==> src/rtl/lw_gpio_ctrl.sv <==
// lw_gpio_ctrl: Avalon-MM LED/switch controller with per-LED hardware blink, switch sync,
// edge capture and maskable irq. Define LW_GPIO_DEBOUNCE_EN to add per-bit switch debounce.
module lw_gpio_ctrl #(
  parameter int LED_W           = 8,
  parameter int SW_W            = 4,
  parameter int DEBOUNCE_CYCLES = 500000,
  parameter int BLINK_DIV_RST   = 25000000
) (
  input  logic             clk,
  input  logic             reset,
  input  logic [2:0]       address,
  input  logic             read,
  input  logic             write,
  input  logic [31:0]      writedata,
  output logic [31:0]      readdata,
  output logic             readdatavalid,
  output logic             irq,
  output logic [LED_W-1:0] led,
  input  logic [SW_W-1:0]  sw
);

  if (LED_W < 1 || LED_W > 32 || SW_W < 1 || SW_W > 32 || DEBOUNCE_CYCLES < 1) begin : g_param_check
    $error("lw_gpio_ctrl: parameter out of range");
  end

  logic [LED_W-1:0] led_out, led_mode;
  logic [31:0]      blink_div, blink_cnt, rd_mux;
  logic             phase;
  logic [SW_W-1:0]  sync1, sw_db, sw_db_next, edge_cap, irq_mask, edge_clr;
  logic             wr_led_out, wr_led_mode, wr_div, wr_edge, wr_mask;

  assign wr_led_out  = write && (address == 3'd0);
  assign wr_led_mode = write && (address == 3'd1);
  assign wr_div      = write && (address == 3'd2);
  assign wr_edge     = write && (address == 3'd4);
  assign wr_mask     = write && (address == 3'd5);
  assign edge_clr    = wr_edge ? writedata[SW_W-1:0] : '0;

`ifdef LW_GPIO_DEBOUNCE_EN
  localparam int CNT_W = (DEBOUNCE_CYCLES > 1) ? $clog2(DEBOUNCE_CYCLES) : 1;

  logic [SW_W-1:0]  sync2;
  logic [CNT_W-1:0] db_cnt [SW_W];

  // A bit is accepted only after the synced value has disagreed with sw_db for
  // DEBOUNCE_CYCLES consecutive cycles; any agreement restarts the count.
  always_comb begin
    sw_db_next = sw_db;
    for (int i = 0; i < SW_W; i++) begin
      if ((sync2[i] != sw_db[i]) && (db_cnt[i] == CNT_W'(DEBOUNCE_CYCLES - 1)))
        sw_db_next[i] = sync2[i];
    end
  end

  always_ff @(posedge clk or posedge reset) begin
    if (reset) begin
      sync2 <= '0;
      for (int i = 0; i < SW_W; i++) db_cnt[i] <= '0;
    end else begin
      sync2 <= sync1;
      for (int i = 0; i < SW_W; i++) begin
        if ((sync2[i] == sw_db[i]) || (sw_db_next[i] != sw_db[i])) db_cnt[i] <= '0;
        else db_cnt[i] <= db_cnt[i] + 1'b1;
      end
    end
  end
`else
  assign sw_db_next = sync1;
`endif

  always_ff @(posedge clk or posedge reset) begin
    if (reset) begin
      led_out  <= '0;
      led_mode <= '0;
      irq_mask <= '0;
      edge_cap <= '0;
      sync1    <= '0;
      sw_db    <= '0;
      irq      <= 1'b0;
      led      <= '0;
    end else begin
      if (wr_led_out)  led_out  <= writedata[LED_W-1:0];
      if (wr_led_mode) led_mode <= writedata[LED_W-1:0];
      if (wr_mask)     irq_mask <= writedata[SW_W-1:0];
      sync1    <= sw;
      sw_db    <= sw_db_next;
      // Set after clear so a new edge wins over a simultaneous write-1-clear.
      edge_cap <= (edge_cap & ~edge_clr) | (sw_db_next ^ sw_db);
      irq      <= |(edge_cap & irq_mask);
      led      <= led_out & (~led_mode | {LED_W{phase}});
    end
  end

  // Blink down-counter: phase toggles on each reload; a zero divider pins phase high.
  always_ff @(posedge clk or posedge reset) begin
    if (reset) begin
      blink_div <= 32'(BLINK_DIV_RST);
      blink_cnt <= 32'(BLINK_DIV_RST);
      phase     <= 1'b0;
    end else if (wr_div) begin
      blink_div <= writedata;
      blink_cnt <= writedata;
    end else if (blink_cnt == '0) begin
      blink_cnt <= blink_div;
      phase     <= (blink_div == '0) ? 1'b1 : ~phase;
    end else begin
      blink_cnt <= blink_cnt - 1'b1;
    end
  end

  always_comb begin
    rd_mux = '0;
    case (address)
      3'd0:    rd_mux = 32'(led_out);
      3'd1:    rd_mux = 32'(led_mode);
      3'd2:    rd_mux = blink_div;
      3'd3:    rd_mux = 32'(sw_db);
      3'd4:    rd_mux = 32'(edge_cap);
      3'd5:    rd_mux = 32'(irq_mask);
      default: rd_mux = '0;
    endcase
  end

  // Handshake: read is sampled on a clock edge; readdatavalid pulses for exactly one
  // cycle on the following edge with readdata. No wait states, so no waitrequest.
  always_ff @(posedge clk or posedge reset) begin
    if (reset) begin
      readdata      <= '0;
      readdatavalid <= 1'b0;
    end else begin
      readdatavalid <= read;
      if (read) readdata <= rd_mux;
    end
  end

endmodule

==> config.mk <==
export PLATFORM = sky130hd
export DESIGN_NAME = lw_gpio_ctrl
export DESIGN_NICKNAME = d
export VERILOG_FILES = /design/src/rtl/lw_gpio_ctrl.sv
export SDC_FILE = /design/constraint.sdc
export NUM_CORES = 1
export LEC_CHECK = 0
export CAP_MARGIN = 30
export CORE_UTILIZATION = 40
export CTS_BUF_LIST = sky130_fd_sc_hd__clkbuf_2
export DETAILED_ROUTE_END_ITERATION = 8
export DONT_BUFFER_PORTS = 1
export PLACE_DENSITY = 0.53
export SLEW_MARGIN = 20
export SYNTH_ARGS = -nofsm -noshare
export SYNTH_HDL_FRONTEND = slang
export SYNTH_SLANG_ARGS = --single-unit
==> constraint.sdc <==
create_clock -name clk -period 11.6 [get_ports clk]
set_input_delay 0.58 -clock clk [delete_from_list [all_inputs] [get_ports clk]]
set_output_delay 0.58 -clock clk [all_outputs]
set_load 0.01 [all_outputs]
==> Yosys cells after proc, flatten, opt, wreduce, memory -nomap -nowiden <==
Cells that the tools add are included.
{ "classes": {"n_addsub": 1, "n_eq_ne": 5, "mux": 5, "bitwise": 10, "reduce_logical": 10} }
{ "op_table": {"columns": ["operator", "count"], "rows": [
  ["32-bit one-hot mux with 6 select lines", 1],
  ["32-bit zero test", 2],
  ["32-bit 2-to-1 mux", 2],
  ["32-bit by 1-bit subtractor with 32-bit output (second input constant)", 1],
  ["4-bit bitwise AND", 2],
  ["8-bit bitwise AND", 1],
  ["8-bit NOT", 1],
  ["8-bit OR", 1],
  ["3-bit by 2-bit equality test with 1-bit output (second input constant)", 2],
  ["3-bit equality test (second input constant)", 2],
  ["1-bit logical AND", 5],
  ["4-bit 2-to-1 mux", 1],
  ["4-bit NOT", 1],
  ["4-bit OR", 1],
  ["4-bit OR reduction", 1],
  ["4-bit XOR", 1],
  ["3-bit by 1-bit equality test with 1-bit output (second input constant)", 1],
  ["3-bit zero test", 1],
  ["1-bit NOT", 2],
  ["2-bit AND reduction", 1],
  ["1-bit 2-to-1 mux", 1]
]} }
{ "totals": {"reg_bits": 139, "inputBits": 43, "output_inout_bits": 42, "word_cells": 44} }

==> Depth between registers and ports, before layout <==
Gate-level depths: netlist of the first run.
{ "logic_depth": {"depth_word": 6, "depth_mapped": 9} }

==> Worst setup path after synthesis of the first run <==
No wires, ideal clock.
{ "synth_path": {"kind": "register to register", "startpoint": "register blink_cnt[23]", "endpoint": "register blink_cnt[5]", "setup_time_ns": 0.125, "t_arrival_ns": 2.422, "required_ns": 11.475, "slack_ns": 9.053, "stages_incl_launch_ff": 6, "period_less_slack_ns": 2.547, "cell_sequence": "dfrtp_1 or4_4 or4_4 or4_4 nand2_1 mux2_2"} }
{ "synth_via": {"elab_chain_cells": 3} }
{ "synth_rtl": {"columns": ["element", "line_no", "rtl"], "rows": [
  ["start, declared", "27", "logic [31:0] blink_div, blink_cnt, rd_mux;"],
  ["start signal, assigned", "98", "blink_cnt <= 32'(BLINK_DIV_RST);"],
  ["start signal, assigned", "102", "blink_cnt <= writedata;"],
  ["start signal, assigned", "104", "blink_cnt <= blink_div;"],
  ["32-bit zero test", "103", "end else if (blink_cnt == '0) begin"],
  ["32-bit 2-to-1 mux", "103", null],
  ["32-bit 2-to-1 mux", "100", "end else if (wr_div) begin"]
]} }
No other way between the ends.
A chain may end at the register's enable or synchronous reset.

==> Worst setup path after layout of the first run <==
{ "layout_path": {"startpoint": "register blink_cnt[14]", "endpoint": "register blink_cnt[5]"} }
Same word-level chain as after synthesis.

==> Implementation_results.wiki, run 1 <==
{| class="wikitable"
! Metric !! Value
|-
| Outcome || finished, final reports clean
|-
| Std-Cell Rows || 45
|-
| Pin count of the biggest net entering global routing || 91
|-
| IO Pins || 85
|-
| Actual transition at the worst max-transition pin || roughly 0.86 ns
|-
| Commonest cells after routing, fill and taps aside || 123 x sky130_fd_sc_hd__nand2_1, 115 x sky130_fd_sc_hd__dfrtp_1, 47 x sky130_fd_sc_hd__o21ai_0
|-
| Post-detailed-route wirelength per cell || 18.3 um
|-
| Endpoint of the lowest-slack register-to-register path || blink_cnt[5]$_DFF_PP0_
|-
| Flip-flop and latch count after synthesis || 139
|-
| Post-detailed-routing wire length || 16,300 um
|-
| Effective utilization at floorplan || 41.5%
|-
| Highest metal used || met4
|-
| Final standard cell count with taps included and fillers excluded || 888
|-
| Maximum fanout along the worst path || 23
|-
| Sequential cell area fraction in the yosys report || 54.8%
|-
| Clock latency on the worst-skew pair || a little over 0.7 ns
|-
| Number of global-route vias before repair || 4,769
|-
| TritonCTS Buffers || 17
|-
| DRC violations left || 0
|-
| Number of vias in the routed layout || 4,728
|-
| Final setup violating endpoints || 0
|-
| Post-synthesis net count || 675
|-
| Count of buffers added by post-CTS timing repair for setup || 0
|-
| Detailed-placement wirelength estimate || around 11,000 um
|-
| Routed wl met3 || 835 um
|-
| Category of the worst setup path capture point || flop
|-
| Startpoint of the most critical register-to-register path || blink_cnt[14]$_DFF_PP1_
|-
| Final Max Slew Viols || 0
|-
| Synth warnings || 0
|-
| Source of the critical timing path || blink_cnt[14]$_DFF_PP1_
|-
| Clock buffer depth || 2
|-
| Detailed route wirelength on metal2 || 7800 um
|-
| Routed length on met1 || around 7300 um
|-
| RSZ-0062 raised after global routing || no
|-
| Type of element launching the critical path || flop
|-
| Detailed-router iteration count before antenna repair || 4
|-
| Destination of the critical timing path || blink_cnt[5]$_DFF_PP0_
|-
| Number of cells produced by synthesis || 630
|-
| Commonest non-fill, non-tap cell in the layout || sky130_fd_sc_hd__nand2_1
|-
| Lkg Pwr || 3.07 nW
|-
| Synth-to-layout area growth || 14.3%
|-
| Min Clock Period, post-route || roughly 3.2 ns
|-
| Number of antenna violations at the first check in global routing || 1
|-
| Clock tree from TritonCTS || done
|-
| Detailed Route Iter0 Violations || 288
|-
| CP Class || reg2reg
|-
| Overall die width || 129 um
|-
| Layout filler cell count || 1,455
|-
| DRT antenna net count || 0
|-
| Post-Synthesis Cell Area || between 6000 and 7000 sq um
|-
| Leading register cell type out of synthesis || sky130_fd_sc_hd__dfrtp_1
|-
| Required @ worst endpoint || between 10 and 15 ns
|-
| Largest stage delay on the critical path || around 0.73 ns
|-
| Worst-case reg-to-reg path depth || 5
|-
| Root cell of the clock tree || sky130_fd_sc_hd__clkbuf_2
|-
| Clock tree skew after final layout || 0.0412 ns
|-
| Mean area per synthesized cell || just over 10 sq um
|-
| Standard cell core area || 15,400 sq um
|-
| Fraction of final layout cells sized beyond drive strength 1 || 16.9%
|-
| GRT overflow || 0
|-
| Number of enable flip-flop cells after synthesis || 0
|-
| Arrival time at the worst endpoint || roughly 3.8 ns
|-
| Cells along the critical path || or4_1, or4_4, or4_4, nand2_1, mux2_2
|-
| Peak ir drop on the vdd network || 0.0847 mV
|-
| Cell type with the highest occurrence count on the critical path || sky130_fd_sc_hd__or4_4
|-
| Critical path's slowest cell || sky130_fd_sc_hd__or4_4
|-
| Die H || 129 um
|-
| Path class of the lowest-slack min-delay path || in2reg
|-
| Net count reported at finish || 708
|-
| Slew headroom || 42.5%
|-
| Cell area power density || roughly 180 nW/um^2
|-
| Number of distinct library cell variants in the gate-level netlist after synthesis || 57
|-
| Final Cycle Share || 27.2%
|-
| RePlAce Congestion || between 0.8 and 0.9
|-
| TNS Setup || 0 ns
|-
| Number of vias per cell || 5.32
|-
| Flop-to-flop setup slack || 8.44 ns
|-
| Register area || 3510 sq um
|-
| Global-route wire length before repair || 26,000 um
|-
| Multi-input combinational cell area || 2640 sq um
|-
| Fraction of registers with async set or reset after synthesis || 100%
|-
| Die ar. || 16,500 sq um
|-
| Total routing usage reported by global routing || approximately a fifth
|-
| Maximum capacitance violations || 0
|-
| Instance count after placement with tap cells included || around 820
|-
| Max Clk Rate || 316 MHz
|-
| Number of sinks driven by the clock tree || 139
|-
| CTS H-tree lvls || 4
|-
| Final count of hold timing violations || 0
|-
| Clk pin slew, worst setup/hold paths || about 0.20 ns
|-
| Count of input and output buffers || 0
|}
-- what timing repair did --
action                                  in CTS  in global routing
endpoints found under the hold margin      184                  5
endpoints found under the setup margin       0                  0
hold buffers                                34                  3
gates resized for setup                      0                  0
-- how the worst min path moves through the flow --
stage                                      to               startpoint  slack [ns]  cells after the start
floorplan                  sw_db[0]$_DFF_PP0_  sw_db_next[0]$_DFF_PP0_        0.37                      0
global placement           sw_db[0]$_DFF_PP0_  sw_db_next[0]$_DFF_PP0_        0.38                      0
detailed placement         sw_db[3]$_DFF_PP0_  sw_db_next[3]$_DFF_PP0_        0.38                      0
CTS                 blink_div[26]$_DFFE_PP0P_            writedata[26]        0.01                      2
global route          readdatavalid$_DFF_PP0_                     read       0.001                      1
finish                readdatavalid$_DFF_PP0_                     read        0.08                      1
-- kinds of logic (layout without fill, tap and decap cells) --
kind of cell	count (synthesis)	count (layout)	synth area share (%)
compound gates	128	128	12.7
xor+xnor	26	26	3.56
fa+ha+maj	2	2	0.391
buf+inv	64	110	4.16
flops	139	139	54.8
mux	41	41	7.11
other cells	0	1	0
simple gates	230	230	17.2
-- Yosys cell counts (2+ instances only) --
library cell,n,area (sq um)
sky130_fd_sc_hd__a21oi_1,8,40.0
sky130_fd_sc_hd__nand4_1,9,56.3
sky130_fd_sc_hd__o21ai_0,47,235
sky130_fd_sc_hd__mux2_2,26,293
sky130_fd_sc_hd__buf_2,3,15.0
sky130_fd_sc_hd__o21ai_2,7,61.3
sky130_fd_sc_hd__o21bai_1,7,52.6
sky130_fd_sc_hd__nand3_1,5,25.0
sky130_fd_sc_hd__xor2_1,10,87.6
sky130_fd_sc_hd__o21a_1,3,22.5
sky130_fd_sc_hd__nand2b_1,5,31.3
sky130_fd_sc_hd__nor4_1,17,106
sky130_fd_sc_hd__nand2_1,123,462
sky130_fd_sc_hd__nor2_1,28,105
sky130_fd_sc_hd__or2_2,2,12.5
sky130_fd_sc_hd__nand4b_1,3,26.3
sky130_fd_sc_hd__clkbuf_1,22,82.6
sky130_fd_sc_hd__o21ai_1,12,60.1
sky130_fd_sc_hd__and2_1,3,18.8
sky130_fd_sc_hd__nor4b_1,2,17.5
sky130_fd_sc_hd__ha_1,2,25.0
sky130_fd_sc_hd__inv_1,34,128
sky130_fd_sc_hd__mux2i_1,14,140
sky130_fd_sc_hd__buf_6,2,22.5
sky130_fd_sc_hd__a211oi_1,2,15.0
sky130_fd_sc_hd__nor3_1,14,70.1
sky130_fd_sc_hd__o31ai_1,3,22.5
sky130_fd_sc_hd__o22ai_1,4,25.0
sky130_fd_sc_hd__or4_4,4,45.0
sky130_fd_sc_hd__o41a_1,2,22.5
sky130_fd_sc_hd__dfrtp_1,115,2880
sky130_fd_sc_hd__o221ai_1,3,26.3
sky130_fd_sc_hd__a21o_1,6,45.0
sky130_fd_sc_hd__xnor2_1,16,140
sky130_fd_sc_hd__dfstp_2,24,631
sky130_fd_sc_hd__nor3b_1,3,22.5
sky130_fd_sc_hd__a22oi_1,6,45.0
sky130_fd_sc_hd__nor2b_1,3,18.8
sky130_fd_sc_hd__a21boi_0,9,67.6
sky130_fd_sc_hd__buf_4,2,15.0
sky130_fd_sc_hd__a31oi_1,4,25.0
-- flip-flops by register name (all words and copies together), names as in the netlist --
name / count
blink_cnt: 32
blink_div: 32
edge_cap: 4
irq: 1
irq_mask: 4
led: 8
led_mode: 8
led_out: 8
phase: 1
readdata: 32
readdatavalid: 1
sw_db: 4
sw_db_next: 4
-- area by class of cell --
cell class,count,share of cell area [%]
Antenna cell,1,0.0342
Clock buffer,19,1.30
Clock inverter,13,3.04
Inverter,34,1.81
Multi-Input combinational cell,427,36.1
Sequential cell,139,47.9
Tap cell,211,3.61
Timing Repair Buffer,44,6.16
-- layer usage --
layer	up-vias	global-route usage [%]
li1	2243	-
met1	2356	26.7
met2	105	33.8
met3	24	5.78
met4	0	7.40
met5	-	0
-- worst max-delay path, delay by kind of cell, from the launching register on --
kind          cells  cell delay (ns)
flops             1             0.42
simple gates      4             2.27
mux               1             0.38
-- power breakdown --
| group | switching [mW] | internal, mW |
|---|---|---|
| logic | 0.123 | 0.113 |
| registers | 0.0976 | 0.585 |
| clock network | 0.182 | 0.185 |
| total | 0.402 | 0.882 |
-- metrics by stage --
step | hold slack, ns | instance area [sq um] | setup slack, ns | total power [mW] | util (%)
floorplan | 0.372 | 6400 | 7.34 | 0.843 | -
global placement | 0.382 | 6580 | 8.52 | 0.904 | 42.7
detailed placement | 0.385 | 6580 | 8.45 | 0.911 | 42.7
CTS | 0.0148 | 7250 | 8.45 | 1.29 | 47.0
global route | 0.000958 | 7320 | 8.34 | 1.35 | 47.4
finish | 0.0834 | 7320 | 8.44 | 1.28 | 47.4
(Power assumes the default switching activity.)
==> inputs of run 2 (changes only) <==
--- a/config.mk
+++ b/config.mk
@@ -10,7 +10,7 @@
 export CTS_BUF_LIST = sky130_fd_sc_hd__clkbuf_2
 export DETAILED_ROUTE_END_ITERATION = 8
 export DONT_BUFFER_PORTS = 1
-export PLACE_DENSITY = 0.53
+export PLACE_DENSITY = 0.55
 export SLEW_MARGIN = 20
 export SYNTH_ARGS = -nofsm -noshare
 export SYNTH_HDL_FRONTEND = slang
==> constraint.sdc (replaced) <==
create_clock -name clk -period 2.6 [get_ports clk]
set_input_delay 0.13 -clock clk [delete_from_list [all_inputs] [get_ports clk]]
set_output_delay 0.13 -clock clk [all_outputs]
set_load 0.01 [all_outputs]
==> run 2 against run 1 <==
Compared with the run above: via count increased by 3.6%; utilization increased by 2.6 points; register-to-register slack got worse by 8.4 ns; largest cell class unchanged; highest routed layer unchanged.
==> Implementation_results.wiki, run 2 (same netlist as run 1, synthesis figures left out) <==
{| class="wikitable"
! Metric !! Value
|-
| Post-detailed-route wirelength per cell || 18.3 um (-0.32%)
|-
| Pin count of the biggest net entering global routing || 64 (-30%)
|-
| Number of vias per cell || 5.26 (-1.3%)
|-
| Standard cell core area || 15,400 sq um (unchanged)
|-
| Number of vias in the routed layout || 4,899 (+3.6%)
|-
| Post-detailed-routing wire length || 17,000 um (+4.6%)
|-
| Outcome || finished, final reports clean
|-
| Detailed-placement wirelength estimate || 11,500 um (+4.9%)
|-
| Die H || 129 um (unchanged)
|-
| Actual transition at the worst max-transition pin || 0.850 ns (-0.00579 ns)
|-
| Category of the worst setup path capture point || flop
|-
| Clock buffer depth || 2 (unchanged)
|-
| Commonest cells after routing, fill and taps aside || 123 x sky130_fd_sc_hd__nand2_1, 115 x sky130_fd_sc_hd__dfrtp_1, 56 x sky130_fd_sc_hd__dlygate4sd3_1
|-
| Final Cycle Share || 97.9% (+71 points)
|-
| Final count of hold timing violations || 0 (unchanged)
|-
| Clock tree skew after final layout || 0.0428 ns (+0.00165 ns)
|-
| Detailed Route Iter0 Violations || 335 (+16%)
|-
| Number of global-route vias before repair || 5,077 (+6.5%)
|-
| Total routing usage reported by global routing || 21.6% (+0.81 points)
|-
| Root cell of the clock tree || sky130_fd_sc_hd__clkbuf_2
|-
| Clock latency on the worst-skew pair || 0.71 ns (about the same)
|-
| RePlAce Congestion || 0.875 (+4.8%)
|-
| Clk pin slew, worst setup/hold paths || 0.22 ns (+0.02 ns)
|-
| Routed length on met1 || 7280 um (-0.34%)
|-
| Slew headroom || 43.4% (+0.86 points)
|-
| Std-Cell Rows || 45 (unchanged)
|-
| Arrival time at the worst endpoint || 3.16 ns (-0.63 ns)
|-
| TNS Setup || 0 ns (unchanged)
|-
| Max Clk Rate || 393 MHz (+24%)
|-
| TritonCTS Buffers || 17 (unchanged)
|-
| DRT antenna net count || 0 (unchanged)
|-
| Required @ worst endpoint || 3.21 ns (-9.02 ns)
|-
| DRC violations left || 0 (unchanged)
|-
| Number of antenna violations at the first check in global routing || 1 (unchanged)
|-
| CP Class || reg2reg
|-
| Global-route wire length before repair || 27,000 um (+3.9%)
|-
| GRT overflow || 0 (unchanged)
|-
| Final setup violating endpoints || 0 (unchanged)
|-
| Peak ir drop on the vdd network || 0.436 mV (+410%)
|-
| Final Max Slew Viols || 0 (unchanged)
|-
| Type of element launching the critical path || flop
|-
| Detailed-router iteration count before antenna repair || 5 (+1)
|-
| Overall die width || 129 um (unchanged)
|-
| Regs by FF count || blink_cnt x32, blink_div x32, readdata x32
|-
| Cell area power density || 731 nW/um^2 (+320%)
|-
| Number of sinks driven by the clock tree || 139 (unchanged)
|-
| Effective utilization at floorplan || 41.5% (unchanged)
|-
| Setup slack after layout || 0.0556 ns (-8.38 ns)
|-
| Maximum fanout along the worst path || 3 (-87%)
|-
| Maximum capacitance violations || 0 (unchanged)
|-
| Detailed route wirelength on metal2 || 8550 um (+9.6%)
|-
| IO Pins || 85 (unchanged)
|-
| CTS H-tree lvls || 4 (unchanged)
|-
| Count of input and output buffers || 0 (unchanged)
|-
| Min Clock Period, post-route || 2.54 ns (-0.615 ns)
|-
| Place WS || 0.0625 ns (-8.39 ns)
|-
| Routed wl met3 || 850 um (+1.8%)
|-
| Net count reported at finish || 752 (+6.2%)
|-
| Commonest non-fill, non-tap cell in the layout || sky130_fd_sc_hd__nand2_1
|-
| Lkg Pwr || 3.26 nW (+6.2%)
|-
| RSZ-0062 raised after global routing || yes
|-
| Path class of the lowest-slack min-delay path || in2reg
|-
| Synth-to-layout area growth || 20.6%
|-
| Clock tree from TritonCTS || done
|-
| Die ar. || 16,500 sq um (unchanged)
|-
| Highest metal used || met4
|-
| Fraction of final layout cells sized beyond drive strength 1 || 19.0% (+2.2 points)
|}
-- run 2: cell types whose count changed in the layout (fill, tap and decap cells not counted), sizes merged --
cell,before,now
bufinv,6,4
buf,7,31
dlygate4sd3,36,56
inv,34,33
clkinvlp,2,3
clkinv,5,7
-- run 2: per-stage QoR --
stage	util, %	hold slack (ns)	std cells	total power, mW	area (sq um)
finish	50.1	0.0654	932	5.64	7720
global route	50.1	0.0215	932	5.98	7720
CTS	49.6	0.00620	926	5.69	7640
detailed placement	44.0	0.142	837	4.15	6780
global placement	44.0	0.138	837	4.12	6780
floorplan	-	0.161	630	3.76	6410
-- run 2: worst paths after layout --
check,cells past startpoint,slack [ns],start,endpoint
max,5,0.06,blink_cnt[26]$_DFF_PP0_,blink_cnt[5]$_DFF_PP0_
min,3,0.07,address[1],readdata[29]$_DFFE_PP0P_
max reg2reg,5,0.06,blink_cnt[26]$_DFF_PP0_,blink_cnt[5]$_DFF_PP0_
min reg2reg,0,0.41,sw_db_next[1]$_DFF_PP0_,sw_db[1]$_DFF_PP0_
max in group asynchronous,4,1.64,reset,blink_div[11]$_DFFE_PP1P_
min in group asynchronous,4,0.51,reset,blink_div[1]$_DFFE_PP0P_
-- run 2: worst max-delay path, cell delays in order, from the launching register on --
cell	delay, ns
sky130_fd_sc_hd__dfrtp_1	0.43
sky130_fd_sc_hd__or4_4	0.52
sky130_fd_sc_hd__or4_4	0.51
sky130_fd_sc_hd__or4_4	0.53
sky130_fd_sc_hd__nand2_1	0.13
sky130_fd_sc_hd__mux2_2	0.34
-- run 2: power by group --
group	switching [mW]	leakage, nW	total, mW	internal (mW)
clock network	0.786	0.159	1.42	0.631
logic	0.589	1.41	1.18	0.595
registers	0.432	1.69	3.04	2.61
-- run 2: repair_timing --
item / in CTS / in global routing
resized for setup: 0 / 7
setup buffers: 0 / 2
hold buffers: 57 / 1
setup endpoints to repair: 0 / 20
endpoints found under the hold margin: 240 / 1
-- run 2: metal layers --
layer  vias up  GRT usage, %
li1       2334             -
met1      2413          26.9
met4         0          6.85
met3        21          6.07
met5         -             0
met2       131          36.4
-- run 2: layout make-up --
class	instances	area [sq um]
well taps	211	264
diodes	1	2.50
multi-input cells	427	2640
fillers	1497	7700
inverters	34	131
flip-flops and latches	139	3510
clock buffers	19	95.1
repair buffers	88	908
clock inverters	13	175
==> inputs of run 3 (changes only) <==
--- a/config.mk
+++ b/config.mk
@@ -5,11 +5,12 @@
 export SDC_FILE = /design/constraint.sdc
 export NUM_CORES = 1
 export LEC_CHECK = 0
-export CAP_MARGIN = 30
+export CAP_MARGIN = 20
 export CORE_UTILIZATION = 40
 export CTS_BUF_LIST = sky130_fd_sc_hd__clkbuf_2
 export DETAILED_ROUTE_END_ITERATION = 8
 export DONT_BUFFER_PORTS = 1
+export MAX_ROUTING_LAYER = met4
 export PLACE_DENSITY = 0.55
 export SLEW_MARGIN = 20
 export SYNTH_ARGS = -nofsm -noshare
==> run 3 against run 2 <==
Compared with the run above: utilization down 0.22 points; global-route usage up 0.54 points; hold slack better by 0.015 ns; non-clock buffer count up 1; critical endpoint is now blink_cnt[6]$_DFF_PP1_; clock-buffer cell count unchanged; sequential cell count unchanged; critical path depth up 4; clock skew down 0.012 ns; first-iteration DRC count down 6.0%; highest routed layer unchanged; worst setup slack worse by 0.045 ns.
==> Implementation_results.wiki, run 3 (same netlist as run 1, synthesis figures left out) <==
{| class="wikitable"
! Metric !! Value
|-
| Outcome || finished, final reports clean
|-
| Final Max Slew Viols || 0 (unchanged)
|-
| Maximum fanout along the worst path || 6 (+3)
|-
| Peak ir drop on the vdd network || 0.435 mV (-0.22%)
|-
| Number of vias in the routed layout || 4,905 (+0.12%)
|-
| Clock latency on the worst-skew pair || 0.71 ns (about the same)
|-
| Die H || 129 um (unchanged)
|-
| Worst-case reg-to-reg path depth || 9 (+4)
|-
| Dominant delay contributor by cell family on the critical path || simple AND/OR/NAND/NOR gates
|-
| Global-route wire length before repair || 26,900 um (-0.31%)
|-
| Std-Cell Rows || 45 (unchanged)
|-
| Path class of the lowest-slack min-delay path || in2reg
|-
| Maximum capacitance violations || 0 (unchanged)
|-
| Pin count of the biggest net entering global routing || 92 (+44%)
|-
| Min Clock Period, post-route || 2.59 ns (+0.0454 ns)
|-
| Standard cell core area || 15,400 sq um (unchanged)
|-
| Arrival time at the worst endpoint || 3.25 ns (+0.09 ns)
|-
| Required @ worst endpoint || 3.26 ns (+0.05 ns)
|-
| Cells along the critical path || or4_4, or4_4, buf_4, nor4_4, buf_4, buf_12, clkbuf_16, mux2i_1, o21ai_0
|-
| Setup slack after layout || 0.0102 ns (-0.0454 ns)
|-
| Final Cycle Share || 99.6% (+1.7 points)
|-
| TritonCTS Buffers || 17 (unchanged)
|-
| Number of antenna violations at the first check in global routing || 1 (unchanged)
|-
| Regs by FF count || blink_cnt x32, blink_div x32, readdata x32
|-
| Post-detailed-routing wire length || 16,800 um (-1.2%)
|-
| Synth-to-layout area growth || 20.1%
|-
| Fraction of final layout cells sized beyond drive strength 1 || 19.8% (+0.81 points)
|-
| Commonest non-fill, non-tap cell in the layout || sky130_fd_sc_hd__nand2_1
|-
| Net count reported at finish || 753 (+0.13%)
|-
| CP Class || reg2reg
|-
| Critical path's slowest cell || sky130_fd_sc_hd__or4_4
|-
| Number of sinks driven by the clock tree || 139 (unchanged)
|-
| Root cell of the clock tree || sky130_fd_sc_hd__clkbuf_2
|-
| DRC violations left || 0 (unchanged)
|-
| Clock buffer depth || 2 (unchanged)
|-
| Design Power || 5.58 mW (-1.1%)
|-
| Clock tree skew after final layout || 0.0305 ns (-0.0123 ns)
|-
| Number of global-route vias before repair || 5,069 (-0.16%)
|-
| Commonest cells after routing, fill and taps aside || 122 x sky130_fd_sc_hd__nand2_1, 115 x sky130_fd_sc_hd__dfrtp_1, 52 x sky130_fd_sc_hd__dlygate4sd3_1
|-
| Detailed-placement wirelength estimate || 11,600 um (+0.21%)
|-
| Min-Delay Path Depth || 3 (unchanged)
|-
| Actual transition at the worst max-transition pin || 0.836 ns (-0.0136 ns)
|-
| Detailed-router iteration count before antenna repair || 5 (unchanged)
|-
| RSZ-0062 raised after global routing || yes
|-
| Buffers plus inverters on the worst setup path || 4 (+4)
|-
| Max Clk Rate || 386 MHz (-1.8%)
|-
| Stages on the worst setup path || 9 (+4)
|-
| Count of input and output buffers || 0 (unchanged)
|-
| Number of vias per cell || 5.26 (about the same)
|-
| Largest stage delay on the critical path || 0.54 ns (about the same)
|-
| Slew headroom || 44.1% (+0.73 points)
|-
| Clock tree from TritonCTS || done
|-
| RePlAce Congestion || 0.827 (-5.6%)
|-
| Clk pin slew, worst setup/hold paths || 0.21 ns (about the same)
|-
| Place WS || 0.0461 ns (-0.0164 ns)
|-
| Post-detailed-route wirelength per cell || 18.0 um (-1.3%)
|-
| Final count of hold timing violations || 0 (unchanged)
|-
| Type of element launching the critical path || flop
|-
| DRT antenna net count || 0 (unchanged)
|-
| Die ar. || 16,500 sq um (unchanged)
|-
| Overall die width || 129 um (unchanged)
|-
| Total routing usage reported by global routing || 22.2% (+0.54 points)
|-
| IO Pins || 85 (unchanged)
|-
| Category of the worst setup path capture point || flop
|-
| Lkg Pwr || 3.27 nW (+0.35%)
|-
| Final setup violating endpoints || 0 (unchanged)
|-
| CTS H-tree lvls || 4 (unchanged)
|-
| GRT overflow || 0 (unchanged)
|-
| Detailed Route Iter0 Violations || 315 (-6.0%)
|-
| Cell area power density || 726 nW/um^2 (-0.64%)
|-
| Effective utilization at floorplan || 41.5% (unchanged)
|}
run 3: cell count changes in the layout (fill, tap and decap cells not counted), moves of 2 or more:
cell                            before  now
sky130_fd_sc_hd__o21ai_2             7    9
sky130_fd_sc_hd__buf_4              21   29
sky130_fd_sc_hd__dlygate4sd3_1      56   52
sky130_fd_sc_hd__buf_6               4    1
sky130_fd_sc_hd__o21ai_1            15   12
run 3: final cells by class:
| type | instances | area (sq um) |
|---|---|---|
| Clock buffer | 19 | 95.1 |
| Inverter | 34 | 131 |
| Fill cell | 1459 | 7740 |
| Timing Repair Buffer | 89 | 887 |
| Clock inverter | 13 | 151 |
| Tap cell | 211 | 264 |
| Antenna cell | 1 | 2.50 |
| Sequential cell | 139 | 3510 |
| Multi-Input combinational cell | 427 | 2650 |
run 3: routing by layer:
metal	GRT usage [%]	vias to the layer above	share of wire, %
met2	34.8	122	48
met5	-	-	0
li1	-	2322	-
met1	27.9	2437	45
met3	4.95	24	4.0
met4	8.58	0	2.7
run 3: timing repair:
action / in CTS / in global routing
setup buffers: 0 / 5
resized for setup: 0 / 11
setup endpoints to repair: 0 / 18
hold buffers: 54 / 0
hold endpoints to repair: 265 / 0
run 3: worst register-to-register path, stage by stage (launching register included):
cell	delay, ns
sky130_fd_sc_hd__dfrtp_1	0.42
sky130_fd_sc_hd__or4_4	0.54
sky130_fd_sc_hd__or4_4	0.50
sky130_fd_sc_hd__buf_4	0.16
sky130_fd_sc_hd__nor4_4	0.24
sky130_fd_sc_hd__buf_4	0.19
sky130_fd_sc_hd__buf_12	0.10
sky130_fd_sc_hd__clkbuf_16	0.13
sky130_fd_sc_hd__mux2i_1	0.18
sky130_fd_sc_hd__o21ai_0	0.09
run 3: power breakdown:
part	switching [mW]	total [mW]	leakage, nW	internal, mW
combinational	0.595	1.20	1.43	0.604
sequential	0.440	3.05	1.69	2.61
clock	0.798	1.33	0.153	0.535
total	1.83	5.58	3.27	3.75
run 3: final timing paths:
path / slack, ns / end / start
worst max register to register: 0.01 / blink_cnt[6]$_DFF_PP1_ / blink_cnt[23]$_DFF_PP0_
min in group asynchronous: 0.57 / blink_cnt[7]$_DFF_PP0_ / reset
worst max-delay path: 0.01 / blink_cnt[6]$_DFF_PP1_ / blink_cnt[23]$_DFF_PP0_
max in group asynchronous: 1.52 / led_out[6]$_DFFE_PP0P_ / reset
worst min register to register: 0.43 / sw_db[3]$_DFF_PP0_ / sw_db_next[3]$_DFF_PP0_
worst min-delay path: 0.08 / blink_div[16]$_DFFE_PP1P_ / writedata[16]
run 3: metrics by stage:
step | std cells | util (%) | cell area [sq um] | setup TNS, ns | hold slack [ns]
final | 933 | 49.8 | 7690 | 0 | 0.0804
after global routing | 933 | 49.8 | 7690 | -0.0248 | 0.0179
after CTS | 926 | 49.1 | 7580 | 0 | 0.0000220
after global placement | 840 | 44.0 | 6780 | 0 | -0.0834
after floorplan | 630 | - | 6410 | 0 | 0.161
after detailed placement | 840 | 44.0 | 6780 | 0 | -0.0827
